**src/rtl/opl3_slot_sequencer.sv**
```systemverilog
// opl3_slot_sequencer: per-sample scheduler for the operator phase/waveform
// datapath. Issues every operator slot once per accepted sample tick, bank-major,
// and tracks in-flight slots through a tag delay line matching the datapath
// pipeline so that returning results can be labelled with their bank/op.
module opl3_slot_sequencer #(
  parameter int NUM_BANKS      = 2,
  parameter int OPS_PER_BANK   = 18,
  parameter int BANK_NUM_WIDTH = 1,
  parameter int OP_NUM_WIDTH   = 5,
  parameter int SLOT_SPACING   = 1,
  parameter int PIPE_LATENCY   = 6
) (
  input  logic                      clk,
  input  logic                      reset_n,
  input  logic                      sample_tick,
  input  logic                      enable,
  input  logic                      overrun_clr,
  output logic                      issue_en,
  output logic [BANK_NUM_WIDTH-1:0] bank_num,
  output logic [OP_NUM_WIDTH-1:0]   op_num,
  output logic                      first_slot,
  output logic                      last_slot,
  output logic                      busy,
  output logic                      ret_valid,
  output logic [BANK_NUM_WIDTH-1:0] ret_bank,
  output logic [OP_NUM_WIDTH-1:0]   ret_op,
  output logic                      sample_done,
  output logic                      overrun
);

  localparam int GW           = (SLOT_SPACING > 1) ? $clog2(SLOT_SPACING + 1) : 1;
  localparam int DW           = $clog2(PIPE_LATENCY + 1);
  localparam int GAP_LAST_INT = (SLOT_SPACING > 1) ? SLOT_SPACING - 2 : 0;

  localparam logic [BANK_NUM_WIDTH-1:0] BANK_LAST  = BANK_NUM_WIDTH'(NUM_BANKS - 1);
  localparam logic [OP_NUM_WIDTH-1:0]   OP_LAST    = OP_NUM_WIDTH'(OPS_PER_BANK - 1);
  localparam logic [GW-1:0]             GAP_LAST   = GW'(GAP_LAST_INT);
  localparam logic [DW-1:0]             DRAIN_LAST = DW'(PIPE_LATENCY - 1);

  typedef enum logic [1:0] {
    IDLE  = 2'd0,
    ISSUE = 2'd1,
    GAP   = 2'd2,
    DRAIN = 2'd3
  } state_e;

  // Tag travelling alongside a slot through the datapath pipeline.
  // Invalid tags carry zero bank/op so the return outputs read 0 when idle.
  typedef struct packed {
    logic                      valid;
    logic [BANK_NUM_WIDTH-1:0] bank;
    logic [OP_NUM_WIDTH-1:0]   op;
    logic                      done;
  } tag_t;

  state_e                    state_q, state_d;
  logic [BANK_NUM_WIDTH-1:0] cnt_bank_q, cnt_bank_d;
  logic [OP_NUM_WIDTH-1:0]   cnt_op_q, cnt_op_d;
  logic [GW-1:0]             gap_q, gap_d;
  logic [DW-1:0]             drain_q, drain_d;
  logic                      issue_d;
  logic                      cnt_is_first;
  logic                      cnt_is_last;

  logic                      issue_q;
  logic [BANK_NUM_WIDTH-1:0] bank_q;
  logic [OP_NUM_WIDTH-1:0]   op_q;
  logic                      first_q;
  logic                      last_q;
  logic                      busy_q;
  logic                      overrun_q, overrun_d;

  tag_t                      tag_in;
  tag_t                      pipe_q [PIPE_LATENCY];

  // Next-state logic: walk IDLE -> (ISSUE [GAP])* -> DRAIN -> IDLE, and advance
  // the slot counter (which always names the next slot to issue) on every issue.
  always_comb begin
    state_d    = state_q;
    cnt_bank_d = cnt_bank_q;
    cnt_op_d   = cnt_op_q;
    gap_d      = gap_q;
    drain_d    = drain_q;

    case (state_q)
      IDLE: begin
        cnt_bank_d = '0;
        cnt_op_d   = '0;
        if (sample_tick && enable) state_d = ISSUE;
      end
      ISSUE: begin
        if (last_q) begin
          state_d = DRAIN;
          drain_d = '0;
        end else if (SLOT_SPACING > 1) begin
          state_d = GAP;
          gap_d   = '0;
        end
      end
      GAP: begin
        if (gap_q == GAP_LAST) state_d = ISSUE;
        else                   gap_d   = gap_q + GW'(1);
      end
      DRAIN: begin
        if (drain_q == DRAIN_LAST) state_d = IDLE;
        else                       drain_d = drain_q + DW'(1);
      end
      default: state_d = IDLE;
    endcase

    issue_d      = (state_d == ISSUE);
    cnt_is_first = (cnt_bank_q == '0) && (cnt_op_q == '0);
    cnt_is_last  = (cnt_bank_q == BANK_LAST) && (cnt_op_q == OP_LAST);

    if (issue_d) begin
      if (cnt_op_q == OP_LAST) begin
        cnt_op_d   = '0;
        cnt_bank_d = (cnt_bank_q == BANK_LAST) ? '0 : cnt_bank_q + BANK_NUM_WIDTH'(1);
      end else begin
        cnt_op_d   = cnt_op_q + OP_NUM_WIDTH'(1);
      end
    end

    overrun_d = (sample_tick && busy_q) || (overrun_q && !overrun_clr);
  end

  // FSM state and slot/gap/drain counters.
  always_ff @(posedge clk or negedge reset_n) begin
    if (!reset_n) begin
      state_q    <= IDLE;
      cnt_bank_q <= '0;
      cnt_op_q   <= '0;
      gap_q      <= '0;
      drain_q    <= '0;
    end else begin
      state_q    <= state_d;
      cnt_bank_q <= cnt_bank_d;
      cnt_op_q   <= cnt_op_d;
      gap_q      <= gap_d;
      drain_q    <= drain_d;
    end
  end

  // Registered issue-side outputs; bank/op keep the last issued slot during gaps.
  always_ff @(posedge clk or negedge reset_n) begin
    if (!reset_n) begin
      issue_q   <= 1'b0;
      bank_q    <= '0;
      op_q      <= '0;
      first_q   <= 1'b0;
      last_q    <= 1'b0;
      busy_q    <= 1'b0;
      overrun_q <= 1'b0;
    end else begin
      issue_q   <= issue_d;
      first_q   <= issue_d && cnt_is_first;
      last_q    <= issue_d && cnt_is_last;
      busy_q    <= (state_d != IDLE);
      overrun_q <= overrun_d;
      if (issue_d) begin
        bank_q <= cnt_bank_q;
        op_q   <= cnt_op_q;
      end
    end
  end

  always_comb begin
    tag_in.valid = issue_q;
    tag_in.bank  = issue_q ? bank_q : '0;
    tag_in.op    = issue_q ? op_q : '0;
    tag_in.done  = issue_q && last_q;
  end

  // Tag delay line: the slot issued PIPE_LATENCY cycles ago appears at the tail.
  always_ff @(posedge clk or negedge reset_n) begin
    if (!reset_n) begin
      for (int i = 0; i < PIPE_LATENCY; i++) pipe_q[i] <= '0;
    end else begin
      pipe_q[0] <= tag_in;
      for (int i = 1; i < PIPE_LATENCY; i++) pipe_q[i] <= pipe_q[i-1];
    end
  end

  assign issue_en    = issue_q;
  assign bank_num    = bank_q;
  assign op_num      = op_q;
  assign first_slot  = first_q;
  assign last_slot   = last_q;
  assign busy        = busy_q;
  assign overrun     = overrun_q;
  assign ret_valid   = pipe_q[PIPE_LATENCY-1].valid;
  assign ret_bank    = pipe_q[PIPE_LATENCY-1].bank;
  assign ret_op      = pipe_q[PIPE_LATENCY-1].op;
  assign sample_done = pipe_q[PIPE_LATENCY-1].done;

endmodule

```
**config.mk**
```make
export PLATFORM = sky130hd
export DESIGN_NAME = opl3_slot_sequencer
export DESIGN_NICKNAME = d
export VERILOG_FILES = /design/src/rtl/opl3_slot_sequencer.sv
export SDC_FILE = /design/constraint.sdc
export NUM_CORES = 1
export LEC_CHECK = 0
export CAP_MARGIN = 10
export CORE_MARGIN = 1.5
export CORE_UTILIZATION = 50
export CTS_CLUSTER_SIZE = 16
export DETAILED_ROUTE_END_ITERATION = 10
export PLACE_DENSITY_LB_ADDON = 0.12
export SLEW_MARGIN = 20
export SYNTH_ARGS = -nofsm -noshare
export SYNTH_HDL_FRONTEND = slang
export SYNTH_SLANG_ARGS = --single-unit
```
**constraint.sdc**
```tcl
create_clock -name clk -period 1.9 [get_ports clk]
set_clock_uncertainty 0.2 [all_clocks]
set_input_delay 0.285 -clock clk [delete_from_list [all_inputs] [get_ports clk]]
set_output_delay 0.285 -clock clk [all_outputs]
set_load 0.01 [all_outputs]
```
==> results of run 1 <==
-- cell usage in the layout (no fill, tap or decap), types with 2 or more instances in the layout --
cell              n
dfrtp_1          69
clkdlybuf4s50_1  22
clkbuf_8          9
and2_1            8
mux2_4            6
inv_1             5
nand3_1           5
ha_1              5
o21ai_0           4
o21ai_1           3
a21oi_1           3
a22o_1            3
buf_4             3
a41oi_1           2
nand2_1           2
nor4_1            2
and3_1            2
clkinvlp_4        2
clkinv_2          2
clkbuf_1          2
buf_12            2
-- registers in the layout, indices dropped and copies added, names as in the netlist --
signal       count
pipe_q          40
cnt_op_q         5
op_num           5
ret_op           5
drain_q          3
state_q          2
bank_num         1
busy             1
cnt_bank_q       1
first_slot       1
issue_en         1
last_slot        1
overrun          1
ret_bank         1
ret_valid        1
sample_done      1
-- power groups by stage --
stage / clock (uW) / sequential (uW) / combinational [uW]
floorplan: 0 / 2370 / 775
global placement: 0 / 2410 / 1150
detailed placement: 0 / 2460 / 1180
CTS: 991 / 2430 / 1190
global route: 1070 / 2490 / 1280
finish: 950 / 2420 / 1170
-- area by class of cell --
class	instances	area share, %
Sequential cell	70	62.10
Multi-Input combinational cell	61	18.84
Timing Repair Buffer	29	10.55
Clock buffer	11	4.654
Tap cell	52	2.305
Clock inverter	4	0.8865
Inverter	5	0.6649
-- final timing paths --
| check | startpoint | endpoint | slack (ns) |
|---|---|---|---|
| max | last_slot$_DFF_PN0_ | last_slot | 0.07 |
| min in group asynchronous | reset_n | pipe_q[8]$_DFF_PN0_ | 0.27 |
| min reg2reg | pipe_q[40]$_DFF_PN0_ | pipe_q[32]$_DFF_PN0_ | 0.14 |
| max reg2reg | state_q[1]$_DFF_PN0_ | cnt_op_q[3]$_DFFE_PN0P_ | 0.25 |
| max in group asynchronous | reset_n | issue_en$_DFF_PN0_ | 0.55 |
| min | pipe_q[40]$_DFF_PN0_ | pipe_q[32]$_DFF_PN0_ | 0.14 |
-- what timing repair did --
action / CTS / global route
gates resized for setup: 0 / 1
setup endpoints to repair: 0 / 1
setup buffers: 0 / 0
hold buffers: 1 / 0
hold endpoints to repair: 21 / 0
-- logic make-up (layout without fill, tap and decap cells) --
kind of cell	count (synthesis)	after routing	share of synthesized area, %
AND/OR/NAND/NOR	25	25	7.423
adder cells (fa/ha/maj)	5	5	2.651
AO/OA/AOI/OAI	23	23	7.741
multiplexers	8	8	4.719
flip-flops	70	70	74.23
buffers and inverters	13	49	3.234
-- through the flow --
stage          power (uW)  hold slack [ns]   TNS (ns)  setup WS (ns)  instance area, sq um
2_1_floorplan        3146          -0.2106          0         0.3355                  2360
6_report             4537           0.1435          0        0.06803                  2823
5_1_grt              4841           0.1489          0       0.002641                  2823
4_1_cts              4606           0.1463          0        0.03407                  2821
3_3_place_gp         3558          0.08162          0       0.002431                  2655
3_5_place_dp         3636          0.08516  -0.008183      -0.008183                  2655
-- layer usage --
layer,part of all wire [%],routed length [um]
met1,46,1532
met2,47,1569
met3,4.2,140
met4,2.1,70
met5,0,0
==> impl_metrics.yaml, run 1 <==
clocking:
  cts_tree: "built"
  cts_buffer_depth: 2
  clkSinkCount: 70
  clock_latency_ns: 0.33
  h-tree-depth: 3
  clock-root-buffer: "clkbuf_8"
  numCtsBuffers: 9
  clkTransAtPathRegs_ns: 0.07
pwr:
  p_sw_uw: 1288
  sw_frac_of_total_pct: 28.38
  combPwrFrac_pct: 25.8
  powerDensity_mw_per_mm2: 1607
  internal-power_uw: 3250
  power.leakage_uw: 0.001302
  clock_power_share_pct: 20.9
  p_seq_share_pct: 53.3
  peakVddDrop_v: 0.0009912
floorplan:
  placementRows: 24
  dieWidth_um: 71.70
  die_area_sq_mm: 0.005141
  coreArea_sq_mm: 0.004444
  ios: 24
  start_util_pct: 53.10
  fp.dieH_um: 71.70
yosys:
  ys_seq_area_share_pct: 74.23
  synth-edff-count: 0
  synth.area.top_cells: "dfrtp_1 74%, mux2_4 3.8%, ha_1 2.7%"
  yosysTopAreaCell: "dfrtp_1"
  async_reset_ff_share_pct: 100.0
  ys_warn_count: 0
  synth_common_cells: "70 x dfrtp_1, 8 x and2_1, 6 x mux2_4"
  yosysMostFrequentCell: "dfrtp_1"
  syn_nets: 154
  yosys.cell_types.count: 34
  synth_seq_cells: 70
  synth_area_sq_mm: 0.002360
  syn_inst: 144
  synth_top_cell_area_share_pct: 74.23
  synth_ff_type: "dfrtp_1"
  syn-mean-instance-area_sq_um: 16.39
routing:
  avgRoutedWirePerCell_um: 14.27
  first_pass_iters: 6
  first_iter_violations: 72
  vias: 1170
  ant_nets: 0
  drcViolationCount: 1
  wirelength_mm: 3.311
  vias_per_cell: 5.043
grt:
  met3_usage_pct: 7.595
  top_usage_layer: "met2"
  track_usage_pct: 15.56
  antenna_found_initial: 0
  grt_overflow: 0
  grt_max_degree: 30
  met1_usage_pct: 19.58
  grt_pass1_wl_mm: 5.844
  use_met2_pct: 22.63
  grt_pass1_vias: 1247
cells_and_area:
  multi_input_area_sq_um: 531.8
  fillCellCount: 334
  syn_to_final_growth_pct: 19.62
  seq_area_sq_mm: 0.001753
  layout.cells.non_filler: 232
  num-nets-final: 186
  antenna_cells: 0
  final_util_pct: 63.51
  layout-drive-gt1-share_pct: 19.44
placed_design:
  port_buffers: 23
  dp_hpwl_mm: 2.235
  placed_cells: 216
  gp_congestion: 0.8147
worst_setup_path:
  worst-path-stages: 1
  crit_required_ns: 1.41
  arrival_ns: 1.35
  ff2ff_path_depth: 3
  critPathCaptureType: "primary output"
  critPathMaxStageDelay_ns: 0.58
  cp-start-kind: "register"
  path_buf_inv: 1
  cp_slowest_cell: "clkdlybuf4s50_1"
  path_class: "reg -> out"
  crit_family: "buffers and inverters"
  cp_cell_sequence: "clkdlybuf4s50_1"
  crit_fanout: 5
timing:
  maxSlewHeadroom_pct: 65.30
  setup_viol: 0
  min_period_ns: 1.832
  report.final.slew_viol_count: 0
  rsz0062_at_grt: "false"
  post-route-period-util_pct: 96.42
  hold_viol_final: 0
  worstMarginPinSlew_ns: 0.5205
  fmax_ghz: 0.5459
flow_run:
  maxCapViolCount: 0
run_status:
  outcome: "finished with violations"
  violations: "DRC"
hold_path:
  worstHoldPathCells: 0
  hold_class: "reg -> reg"
Power figures use the tool's default switching activity.
==> run 2: changes to the inputs <==
--- a/config.mk
+++ b/config.mk
@@ -15,3 +15,4 @@
 export SYNTH_ARGS = -nofsm -noshare
 export SYNTH_HDL_FRONTEND = slang
 export SYNTH_SLANG_ARGS = --single-unit
+export TNS_END_PERCENT = 20
==> results of run 2 <==
The final DEF is identical to that of run 1; final timing and power are the same.
==> run 3: changes to the inputs <==
--- a/config.mk
+++ b/config.mk
@@ -6,12 +6,13 @@
 export NUM_CORES = 1
 export LEC_CHECK = 0
 export CAP_MARGIN = 10
+export CORE_ASPECT_RATIO = 0.5
 export CORE_MARGIN = 1.5
 export CORE_UTILIZATION = 50
 export CTS_CLUSTER_SIZE = 16
 export DETAILED_ROUTE_END_ITERATION = 10
+export GPL_TIMING_DRIVEN = 0
 export PLACE_DENSITY_LB_ADDON = 0.12
-export SLEW_MARGIN = 20
 export SYNTH_ARGS = -nofsm -noshare
 export SYNTH_HDL_FRONTEND = slang
 export SYNTH_SLANG_ARGS = --single-unit
==> impl_metrics.yaml, run 3 (synthesized netlist as in run 1, its figures left out) <==
clocking:
  cts_buffer_depth: 2
  clock-root-buffer: "clkbuf_8"
  clkTransAtPathRegs_ns: 0.07
  numCtsBuffers: 9
  cts_tree: "built"
  clkSinkCount: 70
  clock_latency_ns: 0.32
  h-tree-depth: 3
worst_setup_path:
  crit_fanout: 5
  path_buf_inv: 1
  ff2ff_path_depth: 3
  crit_required_ns: 1.41
  cp_cell_sequence: "clkdlybuf4s50_1"
  cp-start-kind: "register"
  reg2reg_from: "state_q[1]$_DFF_PN0_"
  arrival_ns: 1.30
  critPathMaxStageDelay_ns: 0.55
  path_class: "reg -> out"
  r2r_slack_ns: 0.20
  crit_family: "buffers and inverters"
  critPathCaptureType: "primary output"
  cp_slowest_cell: "clkdlybuf4s50_1"
  r2r_end: "cnt_op_q[4]$_DFFE_PN0P_"
timing:
  fmax_ghz: 0.5596
  worstMarginPinSlew_ns: 0.8218
  post-route-period-util_pct: 94.05
  report.final.slew_viol_count: 0
  maxSlewHeadroom_pct: 45.22
  hold_viol_final: 0
  rsz0062_at_grt: "false"
  min_period_ns: 1.787
  setup_viol: 0
pwr:
  peakVddDrop_v: 0.0005496
  internal-power_uw: 3294
  powerDensity_mw_per_mm2: 1618
  clock_power_share_pct: 20.9
  total_power_uw: 4589
  power.leakage_uw: 0.001315
  combPwrFrac_pct: 27.3
  p_sw_uw: 1294
  p_seq_share_pct: 51.9
  sw_frac_of_total_pct: 28.21
cells_and_area:
  layout-drive-gt1-share_pct: 21.86
  largest-register: "pipe_q"
  layout_common_cells: "68 x dfrtp_1, 22 x clkdlybuf4s50_1, 9 x clkbuf_8"
  multi_input_area_sq_um: 531.8
  final_util_pct: 63.47
  fillCellCount: 340
  antenna_cells: 0
  final_common_cell: "dfrtp_1"
  syn_to_final_growth_pct: 20.15
  largest_reg_flops: 40
  seq_area_sq_mm: 0.001754
  num-nets-final: 189
run_status:
  outcome: "finished clean"
routing:
  first_iter_violations: 25
  ant_nets: 0
  first_pass_iters: 2
  wirelength_mm: 3.111
  avgRoutedWirePerCell_um: 12.96
  vias: 1166
  drcViolationCount: 0
  vias_per_cell: 4.858
hold_path:
  min-delay-start: "pipe_q[25]$_DFF_PN0_"
  worstHoldPathCells: 0
  hold_class: "reg -> reg"
  min_to: "pipe_q[17]$_DFF_PN0_"
grt:
  track_usage_pct: 14.61
  antenna_found_initial: 0
  grt_pass1_vias: 1147
  grt_overflow: 0
  grt_max_degree: 71
  grt_pass1_wl_mm: 5.292
floorplan:
  placementRows: 17
  fp.dieH_um: 51.58
  dieWidth_um: 100.2
  coreArea_sq_mm: 0.004467
  start_util_pct: 52.83
  die_area_sq_mm: 0.005165
  ios: 24
flow_run:
  maxCapViolCount: 0
placed_design:
  port_buffers: 23
  gp_congestion: 0.8045
  dp_hpwl_mm: 2.009
## run 3: cell count changes in the layout (fill, tap and decap cells not counted), sizes merged
cell	before	now
buf	6	8
clkinvlp	2	1
clkinv	2	5
clkbuf	11	10
## run 3: power by group through the flow
stage / sequential, uW / clock [uW] / combinational (uW)
finish: 2380 / 957 / 1250
global route: 2450 / 1080 / 1380
CTS: 2390 / 994 / 1270
detailed placement: 2420 / 0 / 1260
global placement: 2370 / 0 / 1210
floorplan: 2370 / 0 / 775
## run 3: how the worst max path moves through the flow
| stage | endpoint | slack, ns | from | cells after the start |
|---|---|---|---|---|
| global route | issue_en | 0.03 | issue_en$_DFF_PN0_ | 1 |
| detailed placement | cnt_op_q[4]$_DFFE_PN0P_ | -0.20 | sample_tick | 4 |
| CTS | issue_en | 0.03 | issue_en$_DFF_PN0_ | 1 |
| global placement | cnt_op_q[0]$_DFFE_PN0P_ | -1.81 | reset_n | 1 |
| finish | last_slot | 0.11 | last_slot$_DFF_PN0_ | 1 |
| floorplan | cnt_op_q[4]$_DFFE_PN0P_ | 0.34 | state_q[1]$_DFF_PN0_ | 3 |
## run 3: area by class of cell
cell class                 instances  area share [%]
tap                               57           2.515
clock buffer                       9           4.369
clock inverter                     6           1.412
multi-input combinational         61           18.76
timing repair buffer              24           8.385
inverter                           5          0.6620
sequential                        70           61.87
buffer                             8           2.030
## run 3: per-stage QoR
step,TNS (ns),cell area (sq um),setup WS (ns),hold slack (ns),cells
2_1_floorplan,0,2360,0.3355,-0.2106,144
3_3_place_gp,-127.67,2661,-1.808,0.1317,224
3_5_place_dp,-1.621,2659,-0.1964,0.1347,224
4_1_cts,0,2833,0.03123,0.1460,240
5_1_grt,0,2835,0.02770,0.1488,240
6_report,0,2835,0.1130,0.1456,240
## run 3: metal layers
metal / global-route usage [%] / routed length [um] / part of all wire [%]
met4: 8.451 / 58 / 1.9
met1: 16.93 / 1404 / 45
met5: 0 / 0 / 0
met3: 6.452 / 115 / 3.7
met2: 23.13 / 1533 / 49
## run 3: repair_timing
item,4_1_cts,5_1_grt
endpoints found under the hold margin,70,0
endpoints found under the setup margin,0,2
setup buffers,0,0
gates resized for setup,0,2
hold buffers,1,0
